`config.mk`:
```
export PLATFORM = sky130hd
export DESIGN_NAME = elite_spi_cmd_ctrl_flat
export DESIGN_NICKNAME = d
export VERILOG_FILES = /design/src/rtl/elite_spi_pkg.sv /design/src/rtl/elite_spi_cmd_ctrl_if.sv /design/src/rtl/elite_spi_timeout.sv /design/src/rtl/elite_spi_cmd_ctrl.sv /design/src/flat_wrapper.sv
export SDC_FILE = /design/constraint.sdc
export NUM_CORES = 1
export LEC_CHECK = 0
export BUFFER_PORTS_ARGS = -buffer_cell sky130_fd_sc_hd__buf_2
export CAP_MARGIN = 30
export CORE_ASPECT_RATIO = 0.9
export CORE_MARGIN = 5
export CORE_UTILIZATION = 55
export CTS_BUF_LIST = sky130_fd_sc_hd__clkbuf_4
export CTS_CLUSTER_SIZE = 40
export DETAILED_ROUTE_END_ITERATION = 8
export GPL_TIMING_DRIVEN = 0
export PLACE_DENSITY = 0.82
export SLEW_MARGIN = 20
export SYNTH_ARGS = -nofsm -noshare
export SYNTH_HDL_FRONTEND = slang
export SYNTH_SLANG_ARGS = --single-unit
```
`constraint.sdc`:
```
create_clock -name MClk -period 1.9 [get_ports MClk]
set_clock_uncertainty 0.05 [all_clocks]
set_input_delay 0.57 -clock MClk [delete_from_list [all_inputs] [get_ports MClk]]
set_output_delay 0.57 -clock MClk [all_outputs]
set_load 0.02 [all_outputs]
```
`src/rtl/elite_spi_pkg.sv`:
```
// Shared definitions for the SPI command controller.
// Holds the controller state encoding, the bit positions of the read/write
// and auto-increment flags inside the command byte, and the byte returned
// to the SPI master when a register read times out.
package elite_spi_pkg;

  typedef enum logic [2:0] {
    ST_IDLE     = 3'd0,
    ST_CMD      = 3'd1,
    ST_WR_DATA  = 3'd2,
    ST_RD_REQ   = 3'd3,
    ST_RD_WAIT  = 3'd4,
    ST_RD_READY = 3'd5,
    ST_ERR      = 3'd6
  } state_t;

  // Command byte layout: bit7 selects read (1) or write (0), bit6 enables
  // address auto-increment, the low ADDR_W bits carry the start address.
  localparam int CMD_RW_BIT   = 7;
  localparam int CMD_AINC_BIT = 6;

  // Shifted out instead of real data when the register file never answers.
  localparam logic [7:0] ERR_FILL_BYTE = 8'hFF;

endpackage

```
`src/rtl/elite_spi_cmd_ctrl_if.sv`:
```
// Bus bundle between the SPI slave byte engine / register file and the
// command controller.
//   slave  : view of the controller (consumes bytes, drives strobes)
//   master : view of the surrounding logic (drives bytes, consumes strobes)
// Signals: Csel_Active, Rx_Valid, Rx_Byte (byte engine -> controller);
// Tx_Load, Tx_Byte (controller -> byte engine); Reg_Wr_En, Reg_Rd_En,
// Reg_Addr, Reg_Wr_Data (controller -> registers); Reg_Rd_Data,
// Reg_Rd_Valid (registers -> controller); Busy, Err_Flag, Frame_Cnt status.
interface elite_spi_cmd_ctrl_if #(
  parameter int ADDR_W = 6
);

  logic              Csel_Active;
  logic              Rx_Valid;
  logic [7:0]        Rx_Byte;
  logic              Tx_Load;
  logic [7:0]        Tx_Byte;
  logic              Reg_Wr_En;
  logic              Reg_Rd_En;
  logic [ADDR_W-1:0] Reg_Addr;
  logic [7:0]        Reg_Wr_Data;
  logic [7:0]        Reg_Rd_Data;
  logic              Reg_Rd_Valid;
  logic              Busy;
  logic              Err_Flag;
  logic [7:0]        Frame_Cnt;

  modport slave (
    input  Csel_Active, Rx_Valid, Rx_Byte, Reg_Rd_Data, Reg_Rd_Valid,
    output Tx_Load, Tx_Byte, Reg_Wr_En, Reg_Rd_En, Reg_Addr, Reg_Wr_Data,
           Busy, Err_Flag, Frame_Cnt
  );

  modport master (
    output Csel_Active, Rx_Valid, Rx_Byte, Reg_Rd_Data, Reg_Rd_Valid,
    input  Tx_Load, Tx_Byte, Reg_Wr_En, Reg_Rd_En, Reg_Addr, Reg_Wr_Data,
           Busy, Err_Flag, Frame_Cnt
  );

endinterface

```
`src/rtl/elite_spi_timeout.sv`:
```
// Read-response watchdog.
//   clk, rst_n : clock and asynchronous active-low reset
//   load       : restart the count from zero
//   enable     : count one waiting cycle
//   expire     : high during the LIMIT-th enabled cycle after a load
module elite_spi_timeout #(
  parameter int LIMIT = 64
) (
  input  logic clk,
  input  logic rst_n,
  input  logic load,
  input  logic enable,
  output logic expire
);

  localparam int CW = (LIMIT > 1) ? $clog2(LIMIT) : 1;
  localparam logic [CW-1:0] LAST = CW'(LIMIT - 1);

  logic [CW-1:0] cnt_q, cnt_d;

  assign expire = enable && (cnt_q == LAST);

  // Saturates at LAST so a lingering enable cannot wrap and re-arm.
  always_comb begin
    cnt_d = cnt_q;
    if (load) begin
      cnt_d = '0;
    end else if (enable && !expire) begin
      cnt_d = cnt_q + CW'(1);
    end
  end

  always_ff @(posedge clk or negedge rst_n) begin
    if (!rst_n) begin
      cnt_q <= '0;
    end else begin
      cnt_q <= cnt_d;
    end
  end

endmodule

```
`src/rtl/elite_spi_cmd_ctrl.sv`:
```
// SPI command controller: decodes the first byte of each SPI frame as a
// command, then turns subsequent bytes into register writes, or fetches
// register data for the byte engine to shift out.
//   MClk, MRst_n : system clock, asynchronous active-low reset
//   bus          : byte engine / register file bundle (slave view)
// All strobes and data outputs are registered.
module elite_spi_cmd_ctrl
  import elite_spi_pkg::*;
#(
  parameter int ADDR_W     = 6,
  parameter int RD_TIMEOUT = 64
) (
  input  logic                 MClk,
  input  logic                 MRst_n,
  elite_spi_cmd_ctrl_if.slave  bus
);

  state_t            state_q, state_d;
  logic              csel_prev_q;
  logic [ADDR_W-1:0] addr_q, addr_d, addr_inc;
  logic              auto_inc_q, auto_inc_d;
  logic [7:0]        wr_data_q, wr_data_d;
  logic [7:0]        tx_byte_q, tx_byte_d;
  logic [7:0]        frame_cnt_q, frame_cnt_d;
  logic              wr_en_q, wr_en_d;
  logic              rd_en_q, rd_en_d;
  logic              tx_load_q, tx_load_d;
  logic              err_q, err_d;
  logic              to_load, to_enable, to_expire;

  assign addr_inc  = addr_q + ADDR_W'(1);
  assign to_load   = (state_q == ST_RD_REQ);
  assign to_enable = (state_q == ST_RD_WAIT) && bus.Csel_Active;

  elite_spi_timeout #(.LIMIT(RD_TIMEOUT)) u_timeout (
    .clk    (MClk),
    .rst_n  (MRst_n),
    .load   (to_load),
    .enable (to_enable),
    .expire (to_expire)
  );

  always_ff @(posedge MClk or negedge MRst_n) begin
    if (!MRst_n) begin
      state_q     <= ST_IDLE;
      csel_prev_q <= 1'b0;
      addr_q      <= '0;
      auto_inc_q  <= 1'b0;
      wr_data_q   <= 8'h00;
      tx_byte_q   <= 8'h00;
      frame_cnt_q <= 8'h00;
      wr_en_q     <= 1'b0;
      rd_en_q     <= 1'b0;
      tx_load_q   <= 1'b0;
      err_q       <= 1'b0;
    end else begin
      state_q     <= state_d;
      csel_prev_q <= bus.Csel_Active;
      addr_q      <= addr_d;
      auto_inc_q  <= auto_inc_d;
      wr_data_q   <= wr_data_d;
      tx_byte_q   <= tx_byte_d;
      frame_cnt_q <= frame_cnt_d;
      wr_en_q     <= wr_en_d;
      rd_en_q     <= rd_en_d;
      tx_load_q   <= tx_load_d;
      err_q       <= err_d;
    end
  end

  // Frame end wins over everything, so a byte arriving as chip select
  // drops is discarded and any outstanding read is abandoned.
  always_comb begin
    state_d = state_q;
    if (!bus.Csel_Active) begin
      state_d = ST_IDLE;
    end else begin
      case (state_q)
        ST_IDLE:     if (!csel_prev_q) state_d = ST_CMD;
        ST_CMD:      if (bus.Rx_Valid)
                       state_d = bus.Rx_Byte[CMD_RW_BIT] ? ST_RD_REQ : ST_WR_DATA;
        ST_WR_DATA:  state_d = ST_WR_DATA;
        ST_RD_REQ:   state_d = bus.Rx_Valid ? ST_ERR : ST_RD_WAIT;
        ST_RD_WAIT: begin
          if (bus.Rx_Valid)          state_d = ST_ERR;
          else if (bus.Reg_Rd_Valid) state_d = ST_RD_READY;
          else if (to_expire)        state_d = ST_ERR;
        end
        ST_RD_READY: if (bus.Rx_Valid) state_d = ST_RD_REQ;
        ST_ERR:      state_d = ST_ERR;
        default:     state_d = ST_IDLE;
      endcase
    end
  end

  // Write strobes go out with the address they were aimed at; the
  // auto-increment is applied during the strobe cycle so the next byte
  // lands one address higher.
  always_comb begin
    addr_d      = addr_q;
    auto_inc_d  = auto_inc_q;
    wr_data_d   = wr_data_q;
    tx_byte_d   = tx_byte_q;
    frame_cnt_d = frame_cnt_q;
    wr_en_d     = 1'b0;
    rd_en_d     = 1'b0;
    tx_load_d   = 1'b0;
    err_d       = err_q;
    if (wr_en_q && auto_inc_q) addr_d = addr_inc;
    if (bus.Csel_Active) begin
      case (state_q)
        ST_IDLE: begin
          if (!csel_prev_q) begin
            frame_cnt_d = frame_cnt_q + 8'd1;
            err_d       = 1'b0;
          end
        end
        ST_CMD: begin
          if (bus.Rx_Valid) begin
            addr_d     = bus.Rx_Byte[ADDR_W-1:0];
            auto_inc_d = bus.Rx_Byte[CMD_AINC_BIT];
          end
        end
        ST_WR_DATA: begin
          if (bus.Rx_Valid) begin
            wr_en_d   = 1'b1;
            wr_data_d = bus.Rx_Byte;
          end
        end
        ST_RD_REQ: begin
          if (bus.Rx_Valid) err_d   = 1'b1;
          else              rd_en_d = 1'b1;
        end
        ST_RD_WAIT: begin
          if (bus.Rx_Valid) begin
            err_d = 1'b1;
          end else if (bus.Reg_Rd_Valid) begin
            tx_byte_d = bus.Reg_Rd_Data;
            tx_load_d = 1'b1;
          end else if (to_expire) begin
            tx_byte_d = ERR_FILL_BYTE;
            tx_load_d = 1'b1;
            err_d     = 1'b1;
          end
        end
        ST_RD_READY: begin
          if (bus.Rx_Valid && auto_inc_q) addr_d = addr_inc;
        end
        default: ;
      endcase
    end
  end

  assign bus.Tx_Load     = tx_load_q;
  assign bus.Tx_Byte     = tx_byte_q;
  assign bus.Reg_Wr_En   = wr_en_q;
  assign bus.Reg_Rd_En   = rd_en_q;
  assign bus.Reg_Addr    = addr_q;
  assign bus.Reg_Wr_Data = wr_data_q;
  assign bus.Busy        = (state_q != ST_IDLE);
  assign bus.Err_Flag    = err_q;
  assign bus.Frame_Cnt   = frame_cnt_q;

endmodule

```
`src/flat_wrapper.sv`:
```
// flat-port wrapper written by rule: the top's interface ports become plain ports
module elite_spi_cmd_ctrl_flat import elite_spi_pkg::*;
#(
  parameter int ADDR_W     = 6,
  parameter int RD_TIMEOUT = 64
)
  (MClk, MRst_n, bus_Csel_Active, bus_Rx_Valid, bus_Rx_Byte, bus_Reg_Rd_Data, bus_Reg_Rd_Valid, bus_Tx_Load, bus_Tx_Byte, bus_Reg_Wr_En, bus_Reg_Rd_En, bus_Reg_Addr, bus_Reg_Wr_Data, bus_Busy, bus_Err_Flag, bus_Frame_Cnt);
  elite_spi_cmd_ctrl_if #(.ADDR_W(ADDR_W)) bus_i ();
  input  logic MClk;
  input  logic MRst_n;
  input wire logic [$bits(bus_i.Csel_Active)-1:0] bus_Csel_Active;
  input wire logic [$bits(bus_i.Rx_Valid)-1:0] bus_Rx_Valid;
  input wire logic [$bits(bus_i.Rx_Byte)-1:0] bus_Rx_Byte;
  input wire logic [$bits(bus_i.Reg_Rd_Data)-1:0] bus_Reg_Rd_Data;
  input wire logic [$bits(bus_i.Reg_Rd_Valid)-1:0] bus_Reg_Rd_Valid;
  output wire logic [$bits(bus_i.Tx_Load)-1:0] bus_Tx_Load;
  output wire logic [$bits(bus_i.Tx_Byte)-1:0] bus_Tx_Byte;
  output wire logic [$bits(bus_i.Reg_Wr_En)-1:0] bus_Reg_Wr_En;
  output wire logic [$bits(bus_i.Reg_Rd_En)-1:0] bus_Reg_Rd_En;
  output wire logic [$bits(bus_i.Reg_Addr)-1:0] bus_Reg_Addr;
  output wire logic [$bits(bus_i.Reg_Wr_Data)-1:0] bus_Reg_Wr_Data;
  output wire logic [$bits(bus_i.Busy)-1:0] bus_Busy;
  output wire logic [$bits(bus_i.Err_Flag)-1:0] bus_Err_Flag;
  output wire logic [$bits(bus_i.Frame_Cnt)-1:0] bus_Frame_Cnt;
  assign bus_i.Csel_Active = bus_Csel_Active;
  assign bus_i.Rx_Valid = bus_Rx_Valid;
  assign bus_i.Rx_Byte = bus_Rx_Byte;
  assign bus_i.Reg_Rd_Data = bus_Reg_Rd_Data;
  assign bus_i.Reg_Rd_Valid = bus_Reg_Rd_Valid;
  assign bus_Tx_Load = bus_i.Tx_Load;
  assign bus_Tx_Byte = bus_i.Tx_Byte;
  assign bus_Reg_Wr_En = bus_i.Reg_Wr_En;
  assign bus_Reg_Rd_En = bus_i.Reg_Rd_En;
  assign bus_Reg_Addr = bus_i.Reg_Addr;
  assign bus_Reg_Wr_Data = bus_i.Reg_Wr_Data;
  assign bus_Busy = bus_i.Busy;
  assign bus_Err_Flag = bus_i.Err_Flag;
  assign bus_Frame_Cnt = bus_i.Frame_Cnt;
  elite_spi_cmd_ctrl #(.ADDR_W(ADDR_W), .RD_TIMEOUT(RD_TIMEOUT)) u_core (.MClk(MClk), .MRst_n(MRst_n), .bus(bus_i));
endmodule
```
==> impl_metrics.csv <==
group,metric,value,unit
outcome,outcome,"finished with violations",
outcome,violations,"negative setup slack",
synth,synth_seq_area_share,0.4857,
sta,hold_ws,0.07380,ns
place,place_area,0.002669,mm²
synth,synth_ff_type,"dfrtp_1",
place,place_ws,0.01360,ns
worst_setup_path,cp_max_fo,5,
sta,finalHoldViolCount,0,
synth,syn_area,0.002318,mm²
place,io_buffers,54,
place,gp_congestion,0.8700,
pwr,vdd.ir_drop.worst,0.7443,mV
synth,yosys_register_bits,45,
clock_tree,worstSkewPairLatency,0.37,ns
global_routing,gr-total-overflow,0,
clock_tree,h-tree-depth,2,
die,die_area,0.005616,mm²
pwr,leakagePower,1.331,nW
synth,synth_nets,247,
routing,dr.first_iter.drc_count,234,
worst_setup_path,timing.rr.end,"u_core.bus.Tx_Byte[3]",
worst_setup_path,worstSetupEndpointType,"primary output",
sta,fmax,504.8,MHz
final_layout,multi_input_comb_area,0.001114,mm²
sta,finalSetupViolCount,1,
worst_setup_path,r2r_slack,0.10,ns
worst_setup_path,crit_path_max_incr_delay,0.41,ns
clock_tree,numCtsBuffers,5,
global_routing,antenna_found_initial,0,
routing,drc,0,
die,die_w,78.44,µm
sta,max_slew_margin,0.5975,
pwr,powerDensity,1033,mW/mm²
final_layout,regArea,0.001126,mm²
worst_setup_path,cp_slowest_cell,"dfrtp_1",
job,cap_viol_max_count,0,
sta,post-route-period-util,1.043,
routing,viasPerCell,5.946,
routing,ant_nets,0,
clock_tree,cts_buffer_depth,2,
worst_hold_path,hp-class,"in -> async",
worst_setup_path,crit_chain,"buf_8 > or3_4 > buf_6",
die,rows,22,
sta,fin_ws,-0.08095,ns
final_layout,diodes,0,
synth,synth_cells,223,
worst_setup_path,reg2regPathDepth,7,
synth,synth_top_area_cell,"dfrtp_1",
worst_setup_path,r2r-start,"u_core.state_q[2]",
worst_setup_path,worst_setup_path_start_kind,"flop",
die,core_area,0.004074,mm²
global_routing,grt_pass1_wl,9252,µm
worst_setup_path,worst-setup-path-type,"reg -> out",
synth,synth_top_area_share,0.4857,
clock_tree,cts_tree,"yes",
synth,ys_warn_count,0,
die,start_util,0.5691,
routing,vias,1998,
global_routing,track_usage,0.2093,
final_layout,nNetsFinal,311,
final_layout,layout-drive-gt1-share,0.3125,
die,die_h,71.60,µm
synth,syn_avg_cell_area,10.40,µm²
synth,synth.area.top_cells,"dfrtp_1 49%, mux2_2 5.8%, o22a_1 3.4%",
worst_setup_path,crit_family,"flip-flops",
worst_setup_path,path_buf_inv,2,
place,dp_hpwl,3977,µm
synth,async_flop_share,1.000,
worst_setup_path,worstPathRequired,1.28,ns
clock_tree,cts_hold_buf,0,
global_routing,first_global_vias,1965,
synth,synth_edf_count,0,
routing,wl_per_cell,16.53,µm
sta,tightestPinTransition,0.5975,ns
clock_tree,cts_sinks,45,
sta,grt_setup_unrepaired,"yes",
sta,finalCriticalPeriod,1.981,ns
final_layout,final_area,0.002794,mm²
routing,wirelength,5553,µm
final_layout,synthToLayoutAreaGrowth,20.51,%
synth,yosysUniqueCellTypes,45,
sta,drv_slew,0,
final_layout,fillers,322,
worst_setup_path,crit_arrival,1.36,ns
global_routing,grt_max_degree,28,
clock_tree,clkTransAtPathRegs,0.13,ns
clock_tree,cts-root-buf,"clkbuf_4",
die,top_level_ports,56,
routing,drt-pass1-iter-count,4,
[sequential cells by signal, summed over array words and instances, names as in the netlist]
| register | count |
|---|---|
| u_core.bus.Frame_Cnt | 8 |
| u_core.bus.Reg_Wr_Data | 8 |
| u_core.bus.Tx_Byte | 8 |
| u_core.bus.Reg_Addr | 6 |
| u_core.u_timeout.cnt_q | 6 |
| u_core.state_q | 3 |
| u_core.auto_inc_q | 1 |
| u_core.bus.Err_Flag | 1 |
| u_core.bus.Reg_Rd_En | 1 |
| u_core.bus.Reg_Wr_En | 1 |
| u_core.bus.Tx_Load | 1 |
| u_core.csel_prev_q | 1 |
[logic make-up after synthesis]
kind of cell	count (synthesis)	synth area share
fa+ha+maj	3	0.01619
compound gates	54	0.1614
buf+inv	20	0.03616
mux	14	0.06692
xor+xnor	12	0.04534
flops	45	0.4857
simple gates	75	0.1883
[cell usage after synthesis (all sizes together), types with 5 or more instances]
master / number
dfrtp: 45
nand2: 13
mux2: 12
nor2: 11
nor3: 11
o21ai: 11
a21oi: 9
nand3: 9
o22a: 9
xnor2: 9
inv: 8
buf: 7
a211oi: 5
clkbuf: 5
nand3b: 5
nand4: 5
o21a: 5
[repair_timing]
item,CTS,global route
pin swaps,0,1
setup buffers,3,2
endpoints found under the setup margin,1,17
resized for setup,9,3
[worst max-delay path by stage]
stage | from | endpoint | cells after the start
after CTS | u_core.state_q[1] | bus_Busy | 3
after floorplan | u_core.state_q[2] | bus_Busy | 3
after global routing | u_core.state_q[2] | bus_Busy | 3
final | u_core.state_q[2] | bus_Busy | 3
after global placement | u_core.state_q[2] | bus_Busy | 4
after detailed placement | bus_Csel_Active | u_core.bus.Reg_Addr[3] | 6
[report_power, final]
part / total [mW] / switching [mW] / internal (mW) / leakage [nW]
sequential: 1.37 / 0.211 / 1.15 / 0.591
combinational: 0.915 / 0.523 / 0.392 / 0.697
clock: 0.605 / 0.316 / 0.288 / 0.0433
[cell type report]
cell class	instances	area share
Clock buffer	6	0.01612
Tap cell	48	0.02150
Timing Repair Buffer	60	0.1196
Buffer	9	0.01836
Inverter	8	0.01075
Multi-Input combinational cell	158	0.3986
Clock inverter	2	0.01209
Sequential cell	45	0.4030
[per-stage QoR]
step,util,std cells,setup TNS [ns],power [mW]
after global routing,0.6858,336,-0.1171,3.046
after CTS,0.6864,336,-0.1329,2.904
after floorplan,-,223,0,1.933
final,0.6858,336,-0.08095,2.886
after global placement,0.6502,325,0,2.235
after detailed placement,0.6551,326,0,2.283
[cell usage in the layout, fill, tap and decap left out, types with 5 or more instances in the layout]
| master | netlist | layout |
|---|---|---|
| clkbuf_4 | 0 | 6 |
| inv_1 | 8 | 8 |
| a211oi_1 | 5 | 5 |
| nor3_1 | 10 | 10 |
| a21oi_1 | 9 | 9 |
| nand3_1 | 9 | 9 |
| mux2_2 | 12 | 12 |
| o21a_1 | 5 | 5 |
| buf_4 | 0 | 5 |
| buf_2 | 7 | 57 |
| nand3b_1 | 5 | 5 |
| nand2_1 | 13 | 13 |
| nor2_1 | 11 | 11 |
| dfrtp_1 | 45 | 45 |
| xnor2_1 | 9 | 9 |
| o21ai_0 | 11 | 11 |
| o22a_1 | 9 | 9 |
[routing by layer]
metal / up-vias / global-route usage / wire (µm)
li1: 942 / - / -
met2: 70 / 0.3222 / 2649
met4: 0 / 0.06408 / 63
met1: 979 / 0.2907 / 2486
met5: - / 0 / 0
met3: 7 / 0.05653 / 354
Power figures use the tool's default switching activity.
